--- src/rtl/xalu_nibble_seq.sv ---
// -----------------------------------------------------------------------------
// xalu_nibble_seq
//
// Purpose:
//   Sequences a 16-bit operation through an external, purely combinational
//   4-bit ALU slice. The slice is used once per nibble over four RUN cycles.
//   The carry or shift bit passes between nibbles through an internal
//   register. LSB-first order is used for every op except SHR, which runs
//   MSB-first so that the shift-in bit enters at the top of the word.
//
// Ports:
//   clk, rst                  clock, asynchronous active-high reset
//   start                     request an operation (sampled only in IDLE)
//   op[2:0]                   function code forwarded to the slice
//   opa[15:0], opb[15:0]      operands A and B
//   cin                       initial carry / shift-in bit
//   inv                       complement-output request (drives alu_com)
//   alu_a, alu_b, alu_f       nibble operands and function to the slice
//   alu_cir, alu_cil, alu_com slice right/left carry-in, complement mode
//   alu_d, alu_col, alu_cor   slice result and left/right carry-out
//   busy                      high while in RUN
//   done                      one-cycle completion pulse
//   result[15:0]              registered result
//   cout                      final carry / shift-out
//   zero                      result == 0
// -----------------------------------------------------------------------------
module xalu_nibble_seq (
    input  logic        clk,
    input  logic        rst,
    input  logic        start,
    input  logic [2:0]  op,
    input  logic [15:0] opa,
    input  logic [15:0] opb,
    input  logic        cin,
    input  logic        inv,
    output logic [3:0]  alu_a,
    output logic [3:0]  alu_b,
    output logic [2:0]  alu_f,
    output logic        alu_cir,
    output logic        alu_cil,
    output logic        alu_com,
    input  logic [3:0]  alu_d,
    input  logic        alu_col,
    input  logic        alu_cor,
    output logic        busy,
    output logic        done,
    output logic [15:0] result,
    output logic        cout,
    output logic        zero
);

    localparam logic [2:0] OP_ADD = 3'd0;
    localparam logic [2:0] OP_SHR = 3'd6;
    localparam logic [2:0] OP_SHL = 3'd7;

    typedef enum logic [1:0] {
        S_IDLE = 2'd0,
        S_RUN  = 2'd1,
        S_DONE = 2'd2
    } state_t;

    state_t      r_state;
    logic [1:0]  r_idx;
    logic [2:0]  r_op;
    logic [15:0] r_a;
    logic [15:0] r_b;
    logic        r_inv;
    logic        r_carry;
    logic [15:0] r_result;
    logic        r_busy;
    logic        r_done;

    logic        w_run;
    logic        w_is_shr;
    logic        w_is_left_carry;   // ADD/SHL chain carries leftwards
    logic [1:0]  w_nib;
    logic [3:0]  w_bit_ofs;
    logic        w_carry_next;

    assign w_run           = (r_state == S_RUN);
    assign w_is_shr        = (r_op == OP_SHR);
    assign w_is_left_carry = (r_op == OP_ADD) || (r_op == OP_SHL);

    // SHR walks from the top nibble down; everything else walks upward.
    assign w_nib     = w_is_shr ? (2'd3 - r_idx) : r_idx;
    assign w_bit_ofs = {w_nib, 2'b00};

    // Slice drive: all zero outside RUN so the slice sees a quiet bus.
    assign alu_a   = w_run ? r_a[w_bit_ofs +: 4] : 4'h0;
    assign alu_b   = w_run ? r_b[w_bit_ofs +: 4] : 4'h0;
    assign alu_f   = w_run ? r_op : 3'd0;
    assign alu_com = w_run & r_inv;
    assign alu_cir = w_run & w_is_left_carry & r_carry;
    assign alu_cil = w_run & w_is_shr & r_carry;

    // Carry chained to the next nibble; logic ops and pass-throughs break it.
    always_comb begin
        w_carry_next = 1'b0;
        if (w_is_left_carry) begin
            w_carry_next = alu_col;
        end else if (w_is_shr) begin
            w_carry_next = alu_cor;
        end
    end

    always_ff @(posedge clk or posedge rst) begin
        if (rst) begin
            r_state  <= S_IDLE;
            r_idx    <= 2'd0;
            r_op     <= 3'd0;
            r_a      <= 16'h0000;
            r_b      <= 16'h0000;
            r_inv    <= 1'b0;
            r_carry  <= 1'b0;
            r_result <= 16'h0000;
            r_busy   <= 1'b0;
            r_done   <= 1'b0;
        end else begin
            case (r_state)
                S_IDLE: begin
                    if (start) begin
                        r_op    <= op;
                        r_a     <= opa;
                        r_b     <= opb;
                        r_inv   <= inv;
                        r_carry <= cin;
                        r_idx   <= 2'd0;
                        r_busy  <= 1'b1;
                        r_state <= S_RUN;
                    end
                end
                S_RUN: begin
                    r_result[w_bit_ofs +: 4] <= alu_d;
                    r_carry <= w_carry_next;
                    r_idx   <= r_idx + 2'd1;
                    if (r_idx == 2'd3) begin
                        r_busy  <= 1'b0;
                        r_done  <= 1'b1;
                        r_state <= S_DONE;
                    end
                end
                S_DONE: begin
                    r_done  <= 1'b0;
                    r_state <= S_IDLE;
                end
                default: begin
                    r_busy  <= 1'b0;
                    r_done  <= 1'b0;
                    r_state <= S_IDLE;
                end
            endcase
        end
    end

    assign busy   = r_busy;
    assign done   = r_done;
    assign result = r_result;
    assign cout   = r_carry;
    assign zero   = (r_result == 16'h0000);

endmodule
--- config.mk ---
export PLATFORM = sky130hd
export DESIGN_NAME = xalu_nibble_seq
export DESIGN_NICKNAME = d
export VERILOG_FILES = /design/src/rtl/xalu_nibble_seq.sv
export SDC_FILE = /design/constraint.sdc
export NUM_CORES = 1
export LEC_CHECK = 0
export BUFFER_PORTS_ARGS = -buffer_cell sky130_fd_sc_hd__buf_2
export CAP_MARGIN = 5
export CORE_ASPECT_RATIO = 1.2
export CORE_MARGIN = 2
export CORE_UTILIZATION = 48
export CTS_BUF_LIST = sky130_fd_sc_hd__clkbuf_16
export DETAILED_ROUTE_END_ITERATION = 16
export PLACE_DENSITY = 0.74
export SYNTH_ARGS = -nofsm -noshare
export SYNTH_HDL_FRONTEND = slang
export SYNTH_SLANG_ARGS = --single-unit
--- constraint.sdc ---
create_clock -name clk -period 5 [get_ports clk]
set_input_delay 0.5 -clock clk [delete_from_list [all_inputs] [get_ports clk]]
set_output_delay 0.5 -clock clk [all_outputs]
set_load 0.03 [all_outputs]
==> flow_metrics.env <==
export IMPL_status="complete, no violations"
export IMPL_critical_path_slowest_cell="sky130_fd_sc_hd__nor2b_1"
export IMPL_postLayoutCoreUtil=0.630
export IMPL_cts_resized=0
export IMPL_grt_pass1_vias=2023
export IMPL_max_slew_margin_rel=0.312
export IMPL_cts_setup_buffers=0
export IMPL_worst_r2r_path_depth=4
export IMPL_post_route_min_period_ns=3.33
export IMPL_p_clk_frac=0.209
export IMPL_yosysSeqAreaShare=0.514
export IMPL_routed_wirelength_mm=6.03
export IMPL_critical_path_class="reg2out"
export IMPL_netlist_area_leader_share=0.514
export IMPL_timing_fmax_ghz=0.301
export IMPL_cap_violations=0
export IMPL_detail_route_antenna_nets=0
export IMPL_synth_area_leaders="sky130_fd_sc_hd__dfrtp_1 (51%), sky130_fd_sc_hd__mux2_2 (24%), sky130_fd_sc_hd__mux2i_1 (2.8%), sky130_fd_sc_hd__and2_1 (2.0%), sky130_fd_sc_hd__a221o_1 (1.7%)"
export IMPL_setup_total_negative_slack_ns=0
export IMPL_post_synth_cell_area_avg_sq_um=12.6
export IMPL_yosys_cell_types_count=34
export IMPL_layout_cells_non_filler=392
export IMPL_postSynth_topFlopCell="sky130_fd_sc_hd__dfrtp_1"
export IMPL_syn_cell_area_sq_mm=0.00287
export IMPL_r2r_end="result[0]"
export IMPL_vdd_ir_drop_max_v=0.000385
export IMPL_p_seq_frac=0.327
export IMPL_intPower_mw=1.66
export IMPL_clock_insertion_delay_worst_skew_ns=0.32
export IMPL_power_combinational_fraction=0.463
export IMPL_finalClockSkew_ns=0.00544
export IMPL_groute_usage_overall=0.195
export IMPL_power_static_leakage_nw=1.70
export IMPL_globalRoute_totalOverflow=0
export IMPL_critPathLaunchType="register"
export IMPL_critPathRequiredTime_ns=4.50
export IMPL_fp_dieW_um=74.6
export IMPL_tritoncts="yes"
export IMPL_timing_hold_violations_final=0
export IMPL_fp_dieH_um=88.7
export IMPL_worstReg2RegStart="r_state[0]"
export IMPL_cp_data_arrival_time_ns=2.83
export IMPL_route_detailed_wl_per_inst_um=15.4
export IMPL_regToRegSetupSlack_ns=2.43
export IMPL_pin_count_of_the_biggest_net_entering_global_routing=60
export IMPL_final_critical_path_setup_slack_ns=1.67
export IMPL_crit_path_max_incr_delay_ns=0.84
export IMPL_number_of_enable_flip_flop_cells_after_synthesis=0
export IMPL_p_sw_mw=1.13
export IMPL_worstPathBufferInverterCount=1
export IMPL_power_density_normalized_to_cell_area_mw_per_mm2=776
export IMPL_worst_path_max_fanout=17
export IMPL_layout_area_overhead_vs_synth_pct=25.1
export IMPL_async_flop_share=1.00
export IMPL_yosysTopAreaCell="sky130_fd_sc_hd__dfrtp_1"
export IMPL_transition_time_at_the_pin_with_the_least_slew_margin_ns=1.03
export IMPL_regArea_sq_mm=0.00148
export IMPL_clock_path_buffers=2
export IMPL_final_nets=354
export IMPL_postSynthRegisterBits=59
export IMPL_post_synth_inst_count=228
export IMPL_core_area_sq_mm=0.00571
export IMPL_detailedPlace_worstSlack_ns=2.00
export IMPL_timing_critical_path_cells="nor2b_1 > nand2_1 > o21ai_2 > a221o_2 > buf_2"
export IMPL_port_buffer_count=79
export IMPL_die_area_sq_mm=0.00662
export IMPL_cts_made_buffers=9
export IMPL_report_final_slew_viol_count=0
export IMPL_dpl_cell_count=376
export IMPL_delay_heaviest_family_cp="simple AND/OR/NAND/NOR gates"
export IMPL_finalWeightedCongestion=0.763
export IMPL_num_antenna_cells=0
export IMPL_timing_final_crit_share=0.666
export IMPL_hold_buffers=0
export IMPL_drc=0
export IMPL_antenna_found_initial=1
export IMPL_post_dp_hpwl_mm=4.13
export IMPL_cts_max_level=3
export IMPL_filler_cells_inserted=486
export IMPL_global_route_wire_length_before_repair_mm=9.54
export IMPL_top_level_ports=80
export IMPL_worst_hold_path_type="in2async"
export IMPL_dr_first_iter_drc_count=71
export IMPL_share_of_cells_above_drive_strength_1=0.542
export IMPL_rows=30
export IMPL_final_setup_viol_count=0
export IMPL_dr_total_vias=2102
export IMPL_power_share_switching=0.405
export IMPL_worst_setup_path_end_kind="output pin"
export IMPL_detail_route_vias_per_cell=5.36
export IMPL_rsz0062_at_grt="false"
export IMPL_clkSinkCount=59
export IMPL_initial_core_util=0.504
export IMPL_synthesis_warning_total=0
export IMPL_multi_input_comb_area_sq_mm=0.00131
export IMPL_synth_nets=275
export IMPL_clock_pin_slew_reported_for_the_worst_setup_and_hold_paths_after_clock_tree_synthesis_ns=0.05
export IMPL_ctsRootBufferMaster="sky130_fd_sc_hd__clkbuf_16"
export IMPL_drtPass1Iterations=4
-- through the flow --
stage / instance area (sq um) / power [mW] / hold WS, ns
floorplan: 2870 / 1.92 / 0.459
global placement: 3310 / 2.18 / 0.486
detailed placement: 3310 / 2.22 / 0.488
CTS: 3590 / 2.82 / 0.399
global route: 3590 / 2.96 / 0.407
finish: 3590 / 2.79 / 0.378
-- routing by layer --
| layer | routed length, um | up-vias | track usage |
|---|---|---|---|
| met3 | 315 | 13 | 0.0421 |
| li1 | - | 998 | - |
| met5 | 13 | - | 0 |
| met1 | 2630 | 1030 | 0.247 |
| met4 | 99 | 2 | 0.115 |
| met2 | 2980 | 59 | 0.305 |
-- worst max-delay path by stage --
stage / from / endpoint / depth (start not counted)
after floorplan: r_idx[0] / alu_a[0] / 6
after global placement: r_state[0] / alu_b[1] / 5
after detailed placement: r_state[0] / alu_b[1] / 5
after CTS: r_state[0] / alu_b[1] / 5
after global routing: r_state[0] / alu_b[0] / 5
final: r_state[0] / alu_b[0] / 5
-- Yosys cell counts, drive strengths merged (2+ instances only) --
cell type / instances
mux2i: 8
dfrtp: 59
a221o: 8
nor2b: 7
clkbuf: 2
mux2: 60
and2: 10
nor4: 4
o22ai: 3
a21oi: 8
nor2: 6
inv: 3
nand2: 9
or3: 7
o21ai: 4
nand3: 9
buf: 11
-- logic make-up (layout without fill, tap and decap cells) --
kind of cell | after synthesis | count (layout) | share of synthesized area
adders and majority gates | 1 | 1 | 0.00435
DFF | 59 | 59 | 0.514
buffers and inverters | 16 | 100 | 0.0318
AOI/OAI and AO/OA | 27 | 27 | 0.0697
and+or+nand+nor | 57 | 57 | 0.117
muxes | 68 | 68 | 0.263
-- state kept, by name, indices dropped and copies added (netlist names) --
signal,count
busy,1
cout,1
done,1
r_a,16
r_b,16
r_idx,2
r_inv,1
r_op,3
r_state,2
result,16
-- layout by cell type, fill, tap and decap left out, types with 2 or more instances in the layout --
cell type,n
sky130_fd_sc_hd__clkinv_2,3
sky130_fd_sc_hd__or3_2,4
sky130_fd_sc_hd__clkbuf_16,9
sky130_fd_sc_hd__nor4_1,4
sky130_fd_sc_hd__buf_2,79
sky130_fd_sc_hd__o21ai_0,2
sky130_fd_sc_hd__mux2_2,60
sky130_fd_sc_hd__a21oi_1,8
sky130_fd_sc_hd__nor2b_1,7
sky130_fd_sc_hd__nand2_1,9
sky130_fd_sc_hd__or3_1,3
sky130_fd_sc_hd__o21ai_2,2
sky130_fd_sc_hd__nand3_1,9
sky130_fd_sc_hd__buf_4,2
sky130_fd_sc_hd__a221o_1,5
sky130_fd_sc_hd__and2_1,9
sky130_fd_sc_hd__inv_1,3
sky130_fd_sc_hd__dfrtp_1,59
sky130_fd_sc_hd__a221o_2,3
sky130_fd_sc_hd__nor2_1,5
sky130_fd_sc_hd__o22ai_1,3
sky130_fd_sc_hd__mux2i_1,8
-- layout make-up --
class / count / share of cell area
Clock buffer: 9 / 0.0627
Clock inverter: 7 / 0.0167
Inverter: 3 / 0.00313
Multi-Input combinational cell: 153 / 0.365
Sequential cell: 59 / 0.411
Tap cell: 80 / 0.0279
Timing Repair Buffer: 81 / 0.114
-- tightest hold or removal path: stages --
cell and delay [ns]:
sky130_fd_sc_hd__buf_2 0.10, sky130_fd_sc_hd__inv_2 0.03, sky130_fd_sc_hd__buf_4 0.57
-- power groups by stage --
stage	Sequential [mW]	Clock [mW]	Combinational [mW]
floorplan	0.965	0	0.958
global placement	0.908	0	1.28
detailed placement	0.921	0	1.30
CTS	0.912	0.595	1.31
global route	0.950	0.616	1.40
finish	0.913	0.584	1.29
Power figures use the tool's default switching activity.
